**src/rtl/pipeline_pkg.sv**
```systemverilog
// Shared types and helpers for the pipeline hazard controller.
package pipeline_pkg;

    localparam int REG_W = 5;

    typedef enum logic [1:0] {
        RUN      = 2'd0,
        MEM_WAIT = 2'd1,
        ERROR    = 2'd2
    } ctrl_state_t;

    typedef enum logic [1:0] {
        FWD_NONE = 2'b00,
        FWD_WB   = 2'b01,
        FWD_MEM  = 2'b10
    } fwd_sel_t;

    // A later stage supplies a source operand when it writes a non-x0 register with that index.
    function automatic logic reg_hit(input logic [REG_W-1:0] rd,
                                     input logic             we,
                                     input logic [REG_W-1:0] rs);
        return we && (rd != '0) && (rd == rs);
    endfunction

endpackage

```
**src/rtl/pipeline_ctrl_if.sv**
```systemverilog
// Hazard-control bus between the datapath (master) and pipeline_ctrl (slave).
interface pipeline_ctrl_if import pipeline_pkg::*; #(
    parameter int CNT_W = 16
) ();
    logic [REG_W-1:0] Rs1D, Rs2D;
    logic [REG_W-1:0] Rs1E, Rs2E, RdE;
    logic             ResultSrcE;
    logic             PCSrcE;
    logic [REG_W-1:0] RdM;
    logic             RegWriteM;
    logic [REG_W-1:0] RdW;
    logic             RegWriteW;
    logic             MemReqM;
    logic             MemReadyM;

    logic             StallF, StallD, StallE, StallM;
    logic             FlushD, FlushE, FlushW;
    fwd_sel_t         ForwardAE, ForwardBE;
    logic             MemTimeout;
    logic [CNT_W-1:0] StallCycles;

    modport master (
        output Rs1D, Rs2D, Rs1E, Rs2E, RdE, ResultSrcE, PCSrcE,
               RdM, RegWriteM, RdW, RegWriteW, MemReqM, MemReadyM,
        input  StallF, StallD, StallE, StallM, FlushD, FlushE, FlushW,
               ForwardAE, ForwardBE, MemTimeout, StallCycles
    );

    modport slave (
        input  Rs1D, Rs2D, Rs1E, Rs2E, RdE, ResultSrcE, PCSrcE,
               RdM, RegWriteM, RdW, RegWriteW, MemReqM, MemReadyM,
        output StallF, StallD, StallE, StallM, FlushD, FlushE, FlushW,
               ForwardAE, ForwardBE, MemTimeout, StallCycles
    );
endinterface

```
**src/rtl/pipeline_ctrl_forward_unit.sv**
```systemverilog
// Operand bypass select for one Execute-stage source register; MEM beats WB.
module forward_unit import pipeline_pkg::*; (
    input  logic [REG_W-1:0] rs_i,
    input  logic [REG_W-1:0] rd_m_i,
    input  logic             regwrite_m_i,
    input  logic [REG_W-1:0] rd_w_i,
    input  logic             regwrite_w_i,
    output fwd_sel_t         fwd_o
);

    // Youngest producer wins so the operand sees the most recent write.
    always_comb begin
        fwd_o = FWD_NONE;
        if (reg_hit(rd_m_i, regwrite_m_i, rs_i))
            fwd_o = FWD_MEM;
        else if (reg_hit(rd_w_i, regwrite_w_i, rs_i))
            fwd_o = FWD_WB;
    end

endmodule

```
**src/rtl/pipeline_ctrl.sv**
```systemverilog
// Pipeline hazard controller: forwarding, load-use stall, branch flush,
// data-memory wait freeze with timeout, and a saturating stall counter.
module pipeline_ctrl import pipeline_pkg::*; #(
    parameter int TIMEOUT = 255,
    parameter int CNT_W   = 16
) (
    input  logic         clk,
    input  logic         rst,
    pipeline_ctrl_if.slave bus
);

    // Guard against a zero-width counter when TIMEOUT is illegal; the check below reports it.
    localparam int WCNT_W = (TIMEOUT < 1) ? 1 : $clog2(TIMEOUT + 1);
    localparam logic [WCNT_W-1:0] WCNT_LAST = WCNT_W'((TIMEOUT < 1) ? 0 : TIMEOUT - 1);

    if (TIMEOUT < 1) begin : g_bad_timeout
        $error("pipeline_ctrl: TIMEOUT must be at least 1");
    end

    ctrl_state_t       state_q;
    logic [WCNT_W-1:0] wait_cnt_q;
    logic              mem_timeout_q;
    logic [CNT_W-1:0]  stall_cnt_q, stall_cnt_d;

    logic freeze;
    logic lwstall;

    forward_unit u_fwd_a (
        .rs_i         (bus.Rs1E),
        .rd_m_i       (bus.RdM),
        .regwrite_m_i (bus.RegWriteM),
        .rd_w_i       (bus.RdW),
        .regwrite_w_i (bus.RegWriteW),
        .fwd_o        (bus.ForwardAE)
    );

    forward_unit u_fwd_b (
        .rs_i         (bus.Rs2E),
        .rd_m_i       (bus.RdM),
        .regwrite_m_i (bus.RegWriteM),
        .rd_w_i       (bus.RdW),
        .regwrite_w_i (bus.RegWriteW),
        .fwd_o        (bus.ForwardBE)
    );

    // Freeze and hazard decode; freeze overrides flushes so a pending branch or
    // load-use in E is simply replayed in the first unfrozen cycle. Reset drops
    // the freeze combinationally so the pipe releases in the reset cycle itself.
    always_comb begin
        freeze = 1'b0;
        unique case (state_q)
            RUN:      freeze = bus.MemReqM && !bus.MemReadyM;
            MEM_WAIT: freeze = !bus.MemReadyM;
            ERROR:    freeze = 1'b1;
            default:  freeze = 1'b0;
        endcase
        if (rst)
            freeze = 1'b0;

        lwstall = bus.ResultSrcE && (bus.RdE != '0) &&
                  ((bus.RdE == bus.Rs1D) || (bus.RdE == bus.Rs2D)) && !bus.PCSrcE;

        bus.StallF = freeze || lwstall;
        bus.StallD = freeze || lwstall;
        bus.StallE = freeze;
        bus.StallM = freeze;
        bus.FlushD = !freeze && bus.PCSrcE;
        bus.FlushE = !freeze && (bus.PCSrcE || lwstall);
        bus.FlushW = freeze;
    end

    // Memory wait FSM with timeout; ERROR only leaves through reset.
    always_ff @(posedge clk or posedge rst) begin
        if (rst) begin
            state_q       <= RUN;
            wait_cnt_q    <= '0;
            mem_timeout_q <= 1'b0;
        end else begin
            unique case (state_q)
                RUN: begin
                    if (bus.MemReqM && !bus.MemReadyM) begin
                        state_q    <= MEM_WAIT;
                        wait_cnt_q <= '0;
                    end
                end
                MEM_WAIT: begin
                    if (bus.MemReadyM) begin
                        state_q <= RUN;
                    end else if (wait_cnt_q == WCNT_LAST) begin
                        state_q       <= ERROR;
                        mem_timeout_q <= 1'b1;
                    end else begin
                        wait_cnt_q <= wait_cnt_q + 1'b1;
                    end
                end
                ERROR: begin
                    mem_timeout_q <= 1'b1;
                end
                default: begin
                    state_q <= RUN;
                end
            endcase
        end
    end

    // Stall counter holds at all-ones instead of wrapping.
    always_comb begin
        stall_cnt_d = stall_cnt_q;
        if (bus.StallF && (stall_cnt_q != '1))
            stall_cnt_d = stall_cnt_q + 1'b1;
    end

    // Performance counter register.
    always_ff @(posedge clk or posedge rst) begin
        if (rst)
            stall_cnt_q <= '0;
        else
            stall_cnt_q <= stall_cnt_d;
    end

    assign bus.MemTimeout  = mem_timeout_q;
    assign bus.StallCycles = stall_cnt_q;

endmodule

```
**src/flat_wrapper.sv**
```systemverilog
// flat-port wrapper written by rule: the top's interface ports become plain ports
module pipeline_ctrl_flat import pipeline_pkg::*;
#(
    parameter int TIMEOUT = 255,
    parameter int CNT_W   = 16
)
  (clk, rst, bus_Rs1D, bus_Rs2D, bus_Rs1E, bus_Rs2E, bus_RdE, bus_ResultSrcE, bus_PCSrcE, bus_RdM, bus_RegWriteM, bus_RdW, bus_RegWriteW, bus_MemReqM, bus_MemReadyM, bus_StallF, bus_StallD, bus_StallE, bus_StallM, bus_FlushD, bus_FlushE, bus_FlushW, bus_ForwardAE, bus_ForwardBE, bus_MemTimeout, bus_StallCycles);
  pipeline_ctrl_if #(.CNT_W(CNT_W)) bus_i ();
  input  logic clk;
  input  logic rst;
  input wire logic [$bits(bus_i.Rs1D)-1:0] bus_Rs1D;
  input wire logic [$bits(bus_i.Rs2D)-1:0] bus_Rs2D;
  input wire logic [$bits(bus_i.Rs1E)-1:0] bus_Rs1E;
  input wire logic [$bits(bus_i.Rs2E)-1:0] bus_Rs2E;
  input wire logic [$bits(bus_i.RdE)-1:0] bus_RdE;
  input wire logic [$bits(bus_i.ResultSrcE)-1:0] bus_ResultSrcE;
  input wire logic [$bits(bus_i.PCSrcE)-1:0] bus_PCSrcE;
  input wire logic [$bits(bus_i.RdM)-1:0] bus_RdM;
  input wire logic [$bits(bus_i.RegWriteM)-1:0] bus_RegWriteM;
  input wire logic [$bits(bus_i.RdW)-1:0] bus_RdW;
  input wire logic [$bits(bus_i.RegWriteW)-1:0] bus_RegWriteW;
  input wire logic [$bits(bus_i.MemReqM)-1:0] bus_MemReqM;
  input wire logic [$bits(bus_i.MemReadyM)-1:0] bus_MemReadyM;
  output wire logic [$bits(bus_i.StallF)-1:0] bus_StallF;
  output wire logic [$bits(bus_i.StallD)-1:0] bus_StallD;
  output wire logic [$bits(bus_i.StallE)-1:0] bus_StallE;
  output wire logic [$bits(bus_i.StallM)-1:0] bus_StallM;
  output wire logic [$bits(bus_i.FlushD)-1:0] bus_FlushD;
  output wire logic [$bits(bus_i.FlushE)-1:0] bus_FlushE;
  output wire logic [$bits(bus_i.FlushW)-1:0] bus_FlushW;
  output wire logic [$bits(bus_i.ForwardAE)-1:0] bus_ForwardAE;
  output wire logic [$bits(bus_i.ForwardBE)-1:0] bus_ForwardBE;
  output wire logic [$bits(bus_i.MemTimeout)-1:0] bus_MemTimeout;
  output wire logic [$bits(bus_i.StallCycles)-1:0] bus_StallCycles;
  assign bus_i.Rs1D = bus_Rs1D;
  assign bus_i.Rs2D = bus_Rs2D;
  assign bus_i.Rs1E = bus_Rs1E;
  assign bus_i.Rs2E = bus_Rs2E;
  assign bus_i.RdE = bus_RdE;
  assign bus_i.ResultSrcE = bus_ResultSrcE;
  assign bus_i.PCSrcE = bus_PCSrcE;
  assign bus_i.RdM = bus_RdM;
  assign bus_i.RegWriteM = bus_RegWriteM;
  assign bus_i.RdW = bus_RdW;
  assign bus_i.RegWriteW = bus_RegWriteW;
  assign bus_i.MemReqM = bus_MemReqM;
  assign bus_i.MemReadyM = bus_MemReadyM;
  assign bus_StallF = bus_i.StallF;
  assign bus_StallD = bus_i.StallD;
  assign bus_StallE = bus_i.StallE;
  assign bus_StallM = bus_i.StallM;
  assign bus_FlushD = bus_i.FlushD;
  assign bus_FlushE = bus_i.FlushE;
  assign bus_FlushW = bus_i.FlushW;
  assign bus_ForwardAE = bus_i.ForwardAE;
  assign bus_ForwardBE = bus_i.ForwardBE;
  assign bus_MemTimeout = bus_i.MemTimeout;
  assign bus_StallCycles = bus_i.StallCycles;
  pipeline_ctrl #(.TIMEOUT(TIMEOUT), .CNT_W(CNT_W)) u_core (.clk(clk), .rst(rst), .bus(bus_i));
endmodule
```
**config.mk**
```make
export PLATFORM = sky130hd
export DESIGN_NAME = pipeline_ctrl_flat
export DESIGN_NICKNAME = d
export VERILOG_FILES = /design/src/rtl/pipeline_pkg.sv /design/src/rtl/pipeline_ctrl_if.sv /design/src/rtl/pipeline_ctrl_forward_unit.sv /design/src/rtl/pipeline_ctrl.sv /design/src/flat_wrapper.sv
export SDC_FILE = /design/constraint.sdc
export NUM_CORES = 1
export LEC_CHECK = 0
export CORE_AREA = 2 2 67 69
export CTS_CLUSTER_DIAMETER = 40
export CTS_CLUSTER_SIZE = 16
export DETAILED_ROUTE_END_ITERATION = 16
export DIE_AREA = 0 0 69 71
export PLACE_DENSITY = 0.8
export SETUP_SLACK_MARGIN = 0.1
export SLEW_MARGIN = 30
export SYNTH_ARGS = -nofsm -noshare
export SYNTH_HDL_FRONTEND = slang
export SYNTH_SLANG_ARGS = --single-unit
```
**constraint.sdc**
```tcl
create_clock -name clk -period 3.95 [get_ports clk]
set_input_delay 1.185 -clock clk [delete_from_list [all_inputs] [get_ports clk]]
set_output_delay 1.185 -clock clk [all_outputs]
set_load 0.01 [all_outputs]
```
==> results of run 1 <==
==> layout by cell type (no fill, tap or decap), types with 5 or more instances in the layout <==
| cell | instances |
|---|---|
| xnor2_1 | 20 |
| dlygate4sd2_1 | 20 |
| buf_4 | 27 |
| nor2_1 | 17 |
| nand2_1 | 7 |
| xor2_1 | 29 |
| nand4_1 | 9 |
| dfrtp_1 | 27 |
| nand3_2 | 5 |
| nand3_1 | 8 |
| and3_1 | 9 |
| clkdlybuf4s50_1 | 39 |
==> per-layer routing <==
layer | routed length [um] | vias to the layer above | part of all wire (%) | track usage (%)
met5 | 0 | - | 0 | 0
met4 | 78 | 0 | 1.7 | 6.97
met3 | 269 | 6 | 6.0 | 2.71
met2 | 1950 | 61 | 43 | 28.4
met1 | 2200 | 798 | 49 | 27.3
li1 | - | 836 | - | -
==> worst max-delay path, stage by stage <==
cell	delay, ps
clkdlybuf4s50_1	500
xnor2_1	120
nand3_1	140
nor4_4	350
buf_4	150
clkdlybuf4s15_2	210
==> cells by family after synthesis <==
logic type               count (synthesis)  synth area share [%]
flip-flops                              27                  37.5
AO/OA/AOI/OAI                           13                  5.07
buffers and inverters                    8                  3.12
multiplexers                             3                  1.87
XOR/XNOR                                49                  23.8
AND/OR/NAND/NOR                         80                  26.5
adder cells (fa/ha/maj)                  3                  2.08
==> final cells by class <==
class | instances | area, um^2
tap | 52 | 65.1
fill | 347 | 1400
sequential | 27 | 676
inverter | 3 | 11.3
clock buffer | 4 | 45.0
multi-input combinational | 148 | 1140
timing repair buffer | 98 | 863
==> cell usage after synthesis (2+ instances only) <==
cell type   n  share of area, %
a21oi_1     4               1.1
and3_1      9               3.1
buf_4       3               1.2
buf_6       2               1.2
dfrtp_1    27                38
ha_1        3               2.1
inv_1       3              0.62
mux2_1      2               1.2
nand2_1     7               1.5
nand2b_1    3               1.0
nand3_1     8               2.2
nand3_2     5               2.8
nand4_1     9               3.1
nand4_2     2               1.4
nor2_1     17               3.5
nor3_1      2              0.56
nor4_1      4               1.4
o21ai_0     4               1.1
or4_1       6               2.5
xnor2_1    20               9.7
xor2_1     29                14
==> state kept, by name (all words and copies together), names as in the netlist <==
signal / count
u_core.bus.MemTimeout: 1
u_core.wait_cnt_q: 8
u_core.state_q: 2
u_core.bus.StallCycles: 16
==> metrics by stage <==
| stage | hold WS, ps | TNS, ps |
|---|---|---|
| global placement | 458 | -2450 |
| CTS | 489 | 0 |
| finish | 485 | 0 |
| detailed placement | 467 | -2590 |
| global route | 494 | 0 |
| floorplan | 487 | 0 |
==> repair_timing <==
action	CTS	global route
pin swaps	9	8
endpoints found under the setup margin	10	6
buffers inserted	0	1
gates resized for setup	56	13
cloned	0	0
==> worst max-delay path by stage <==
stage / startpoint / endpoint / slack, ps / cells past startpoint
floorplan: bus_RdM[0] / bus_ForwardAE[0] / 290 / 4
global placement: bus_RdM[0] / bus_ForwardBE[0] / -560 / 6
detailed placement: bus_RdM[0] / bus_ForwardBE[0] / -570 / 6
CTS: bus_RdW[1] / bus_ForwardBE[0] / 100 / 6
global route: bus_MemReadyM / bus_StallM / 40 / 8
finish: bus_Rs2E[2] / bus_ForwardBE[1] / 110 / 6
==> power breakdown <==
| group | internal, uW | switching, uW | leakage (uW) | total [uW] |
|---|---|---|---|---|
| clock | 72.2 | 82.1 | 0.0000228 | 154 |
| sequential | 308 | 37.2 | 0.000360 | 345 |
| combinational | 148 | 103 | 0.000862 | 252 |
| total | 529 | 222 | 0.00124 | 751 |
==> summary.txt, run 1 <==
Die Ht = 71 um
Clock period minus worst slack = 3840 ps
Area Growth Syn to Fin = 55.7%
Clock Path Buffers = 2
Nets = 327
Initial Util = 42.9%
Placed instance area = 0.00273 mm^2
Share of layout cells above drive strength 1 = 22.1%
Period utilization = 97.3%
Achievable clock frequency = 260 MHz
Vias = 1701
Finished Core Util = 66.7%
Required time of the worst setup path = 2760 ps
RSZ-0062 raised after global routing = true
Residual DRC = 0
Worst Path Max Fanout = 2
Total GRT Usage = 18.8%
Reg-to-reg setup timing slack = 1790 ps
Cell Area, Synth = 0.00180 mm^2
Lkg Pwr = 0.00124 uW
Total design power = 751 uW
TritonCTS Buffers = 3
Post-route antenna net violation count = 0
Congestion Overflow GR = 0
CP Launch Type = input port
Inserted Diodes = 0
Outcome = completed
WP data arrival = 2660 ps
Final-report hold violation count = 0
RePlAce Congestion = 0.916
Reg2reg start = u_core.bus.StallCycles[6]
Clk pin slew, worst setup/hold paths = 90 ps
Vias/cell = 5.12
Pwr/cell area = 268 mW/mm^2
Syn Area/Cell = 9.85 um^2
Largest net degree at the start of global routing = 28
CTS tree = done
Drt pass-1 iters = 4
Clk_lat worst skew = 270 ps
Syn Nets = 229
Final slew viol count = 0
Max-cap violations = 0
Worst-margin pin slew = 549 ps
Ys async rst share = 100%
Hold_sp = u_core.bus.MemTimeout
Setup violations, final = 0
Dpl ws = -571 ps
#FFs+latches synth = 27
Initial DRC Count = 19
Die Wd = 69 um
Primary FF master, synth = dfrtp_1
Reg2Reg Depth = 6
Ys Warns = 0
Hold crit path type = flop to flop
Routed len/inst = 13.6 um
Core outline area = 0.00420 mm^2
Reg2reg end = u_core.bus.StallCycles[1]
Slew HR = 63.3%
Skew final = 3.88 ps
Row Count = 24
Register area share after synthesis = 37.5%
Finished Layout Cells = 332
Slack of the critical path = 108 ps
Clk root buf = clkbuf_8
WHS Endpoint = u_core.bus.MemTimeout
Crit path capture type = output port
Vias in the first global route = 1621
Post-synthesis cell type count = 35
CP Class = input port to output port
Antenna violations before repair = 0
Clock sinks = 27
Synth Instances = 183
Hold_buf cts = 0
First-pass GRT wire length = 7570 um
Number of synthesized flops with an enable pin = 0
Placed insts = 327
H-tree levels = 1
I/O pin count = 71
Worst vdd ir = 0.282 mV
I/O Buffers = 70
Routed Wire Length = 4500 um
DP Wirelength = 3440 um
Hold Crit Depth = 1
Design Area, Final = 0.00281 mm^2
Die area = 0.00490 mm^2
No activity file was read; power rests on OpenSTA's default activity.
==> run 2, diff against run 1 <==
--- a/config.mk
+++ b/config.mk
@@ -5,13 +5,14 @@
 export SDC_FILE = /design/constraint.sdc
 export NUM_CORES = 1
 export LEC_CHECK = 0
-export CORE_AREA = 2 2 67 69
+export CORE_AREA = 2 2 64 66
 export CTS_CLUSTER_DIAMETER = 40
 export CTS_CLUSTER_SIZE = 16
 export DETAILED_ROUTE_END_ITERATION = 16
-export DIE_AREA = 0 0 69 71
-export PLACE_DENSITY = 0.8
+export DIE_AREA = 0 0 66 68
+export DONT_BUFFER_PORTS = 1
 export SETUP_SLACK_MARGIN = 0.1
+export SKIP_CTS_REPAIR_TIMING = 1
 export SLEW_MARGIN = 30
 export SYNTH_ARGS = -nofsm -noshare
 export SYNTH_HDL_FRONTEND = slang
==> run 2 against run 1 <==
Compared with the run above:
- clock-buffer cell count stayed put
- clock skew is 1.5 ps lower
- combinational power is 58% lower
- critical path type unchanged
- largest power group unchanged
==> summary.txt, run 2 (same netlist as run 1, synthesis figures left out) <==
Outcome = completed
Critical-path cell list = or4_1, o21ai_0, nor4_1, nor4_1, buf_4
Routed Wire Length = 3660 um (-19%)
Achievable clock frequency = 269 MHz (+3.5%)
Routed len/inst = 15.6 um (+15%)
Clk root buf = clkbuf_8
Initial Util = 46.7% (+3.9 points)
Required time of the worst setup path = 2760 ps (about the same)
CP peak stage delay = 510 ps (about the same)
H-tree levels = 1 (unchanged)
Hold Crit Depth = 1 (unchanged)
Clock sinks = 27 (unchanged)
Reg2Reg Depth = 6 (unchanged)
Crit-path leading delay family = simple AND/OR/NAND/NOR gates
First-pass GRT wire length = 5990 um (-21%)
Core outline area = 0.00386 mm^2 (-8.3%)
Reg2reg start = u_core.bus.StallCycles[6]
Pwr/cell area = 329 mW/mm^2 (+23%)
DP Wirelength = 2890 um (-16%)
Reg-to-reg setup timing slack = 1760 ps (-30 ps)
CP Launch Type = input port
Worst vdd ir = 0.214 mV (-24%)
WP data arrival = 2530 ps (-130 ps)
Share of layout cells above drive strength 1 = 11.4% (-11 points)
Clk_lat worst skew = 270 ps (about the same)
Worst-margin pin slew = 726 ps (+177 ps)
Psw = 188 uW (-15%)
Hold_sp = u_core.bus.MemTimeout
Die Wd = 66 um (-4.3%)
Post-route antenna net violation count = 0 (unchanged)
Final slew viol count = 0 (unchanged)
Combinational power share = 17.2% (-16 points)
Clock period minus worst slack = 3710 ps (-128 ps)
Setup violations, final = 0 (unchanged)
WHS Endpoint = u_core.bus.MemTimeout
Crit path buf inv count = 1 (-2)
Most common cell after layout, fill and taps aside = xor2_1
Die Ht = 68 um (-4.2%)
Vias/cell = 5.60 (+9.3%)
Period utilization = 94.0% (-3.2 points)
Reg2reg end = u_core.bus.StallCycles[1]
Inserted Diodes = 0 (unchanged)
Final-report hold violation count = 0 (unchanged)
TritonCTS Buffers = 3 (unchanged)
Initial DRC Count = 40 (+21)
Largest net degree at the start of global routing = 28 (unchanged)
Drt pass-1 iters = 4 (unchanged)
Max-cap violations = 0 (unchanged)
Congestion Overflow GR = 0 (unchanged)
Reg power frac = 57.4% (+11 points)
Most used cell, CP = nor4_1
Post-Route Setup TNS = 0 ps (unchanged)
Antenna violations before repair = 0 (unchanged)
Clk pin slew, worst setup/hold paths = 90 ps (about the same)
Vias in the first global route = 1385 (-15%)
CTS tree = done
Fill cell count = 381 (+9.8%)
Sw Share = 30.1% (+0.54 points)
Area Growth Syn to Fin = 5.07%
RSZ-0062 raised after global routing = false
Clock Path Buffers = 2 (unchanged)
Slowest cell on crit path = or4_1
Row Count = 23 (-4.2%)
WHS = 551 ps (+65.6 ps)
Nets = 232 (-29%)
I/O pin count = 71 (unchanged)
Lkg Pwr = 0.000786 uW (-37%)
Pint = 435 uW (-18%)
Crit path capture type = output port
Die area = 0.00449 mm^2 (-8.4%)
CP Class = input port to output port
Slew HR = 51.1% (-12 points)
Max FFs per register = 16 (unchanged)
Residual DRC = 0 (unchanged)
Clock network power share = 25.4% (+4.9 points)
Worst Path Max Fanout = 3 (+1)
Most frequent cells in the layout = 29 x xor2_1, 27 x dfrtp_1, 20 x xnor2_1
Hold crit path type = flop to flop
I/O Buffers = 0 (-100%)
RePlAce Congestion = 0.700 (-24%)
Skew final = 2.34 ps (-1.53 ps)
Vias = 1316 (-23%)
Total GRT Usage = 16.9% (-1.9 points)
## run 2: changes by cell type in the layout (fill, tap and decap cells not counted), moves of 3 or more
| cell | change |
|---|---|
| buf_4 | -24 |
| dlygate4sd2_1 | -20 |
| clkbuf_2 | -4 |
| clkdlybuf4s15_1 | -3 |
| or4_4 | -3 |
| or4_1 | +3 |
| nor4_1 | +3 |
| clkdlybuf4s50_1 | -39 |
## run 2: worst register-to-register path: cells and delay by family (launching register included)
family	cells	cell delay (ps)
and+or+nand+nor	5	1300
DFF	1	470
muxes	1	330
## run 2: routing by layer
layer | vias up | routed length [um] | global-route usage (%)
met3 | 6 | 133 | 3.62
li1 | 641 | - | -
met4 | 0 | 46 | 6.38
met2 | 29 | 1920 | 31.1
met5 | - | 0 | 0
met1 | 640 | 1560 | 19.2
## run 2: worst max path at each step
stage	startpoint	to	slack (ps)	depth (start not counted)
2_1_floorplan	bus_RdM[0]	bus_ForwardAE[0]	290	4
6_report	bus_RdM[0]	bus_ForwardBE[0]	240	5
5_1_grt	bus_RdM[0]	bus_ForwardAE[0]	140	5
4_1_cts	bus_RdM[0]	bus_ForwardBE[0]	140	5
3_5_place_dp	bus_RdM[0]	bus_ForwardBE[0]	140	5
3_3_place_gp	bus_RdM[0]	bus_ForwardBE[0]	280	5
## run 2: final cells by class
class | count | area, um^2 | area share [%]
clock buffer | 4 | 45.0 | 2.38
tap | 50 | 62.6 | 3.30
timing repair buffer | 3 | 22.5 | 1.19
sequential | 27 | 676 | 35.7
inverter | 3 | 11.3 | 0.595
multi-input combinational | 148 | 1080 | 56.8
## run 2: power groups by stage
stage,registers (uW),logic (uW),clock network [uW]
floorplan,355,95.1,0
global placement,364,103,0
detailed placement,364,110,0
CTS,359,110,162
global route,367,123,174
finish,358,107,159
## run 2: stage by stage
stage | util, % | power [uW] | instance area, um^2 | setup WS, ps | instances
2_1_floorplan | - | 450 | 1800 | 287 | 183
3_5_place_dp | 47.9 | 474 | 1850 | 136 | 231
6_report | 49.1 | 623 | 1890 | 236 | 235
3_3_place_gp | 47.8 | 467 | 1840 | 277 | 231
4_1_cts | 49.1 | 631 | 1890 | 136 | 235
5_1_grt | 49.1 | 664 | 1890 | 136 | 235
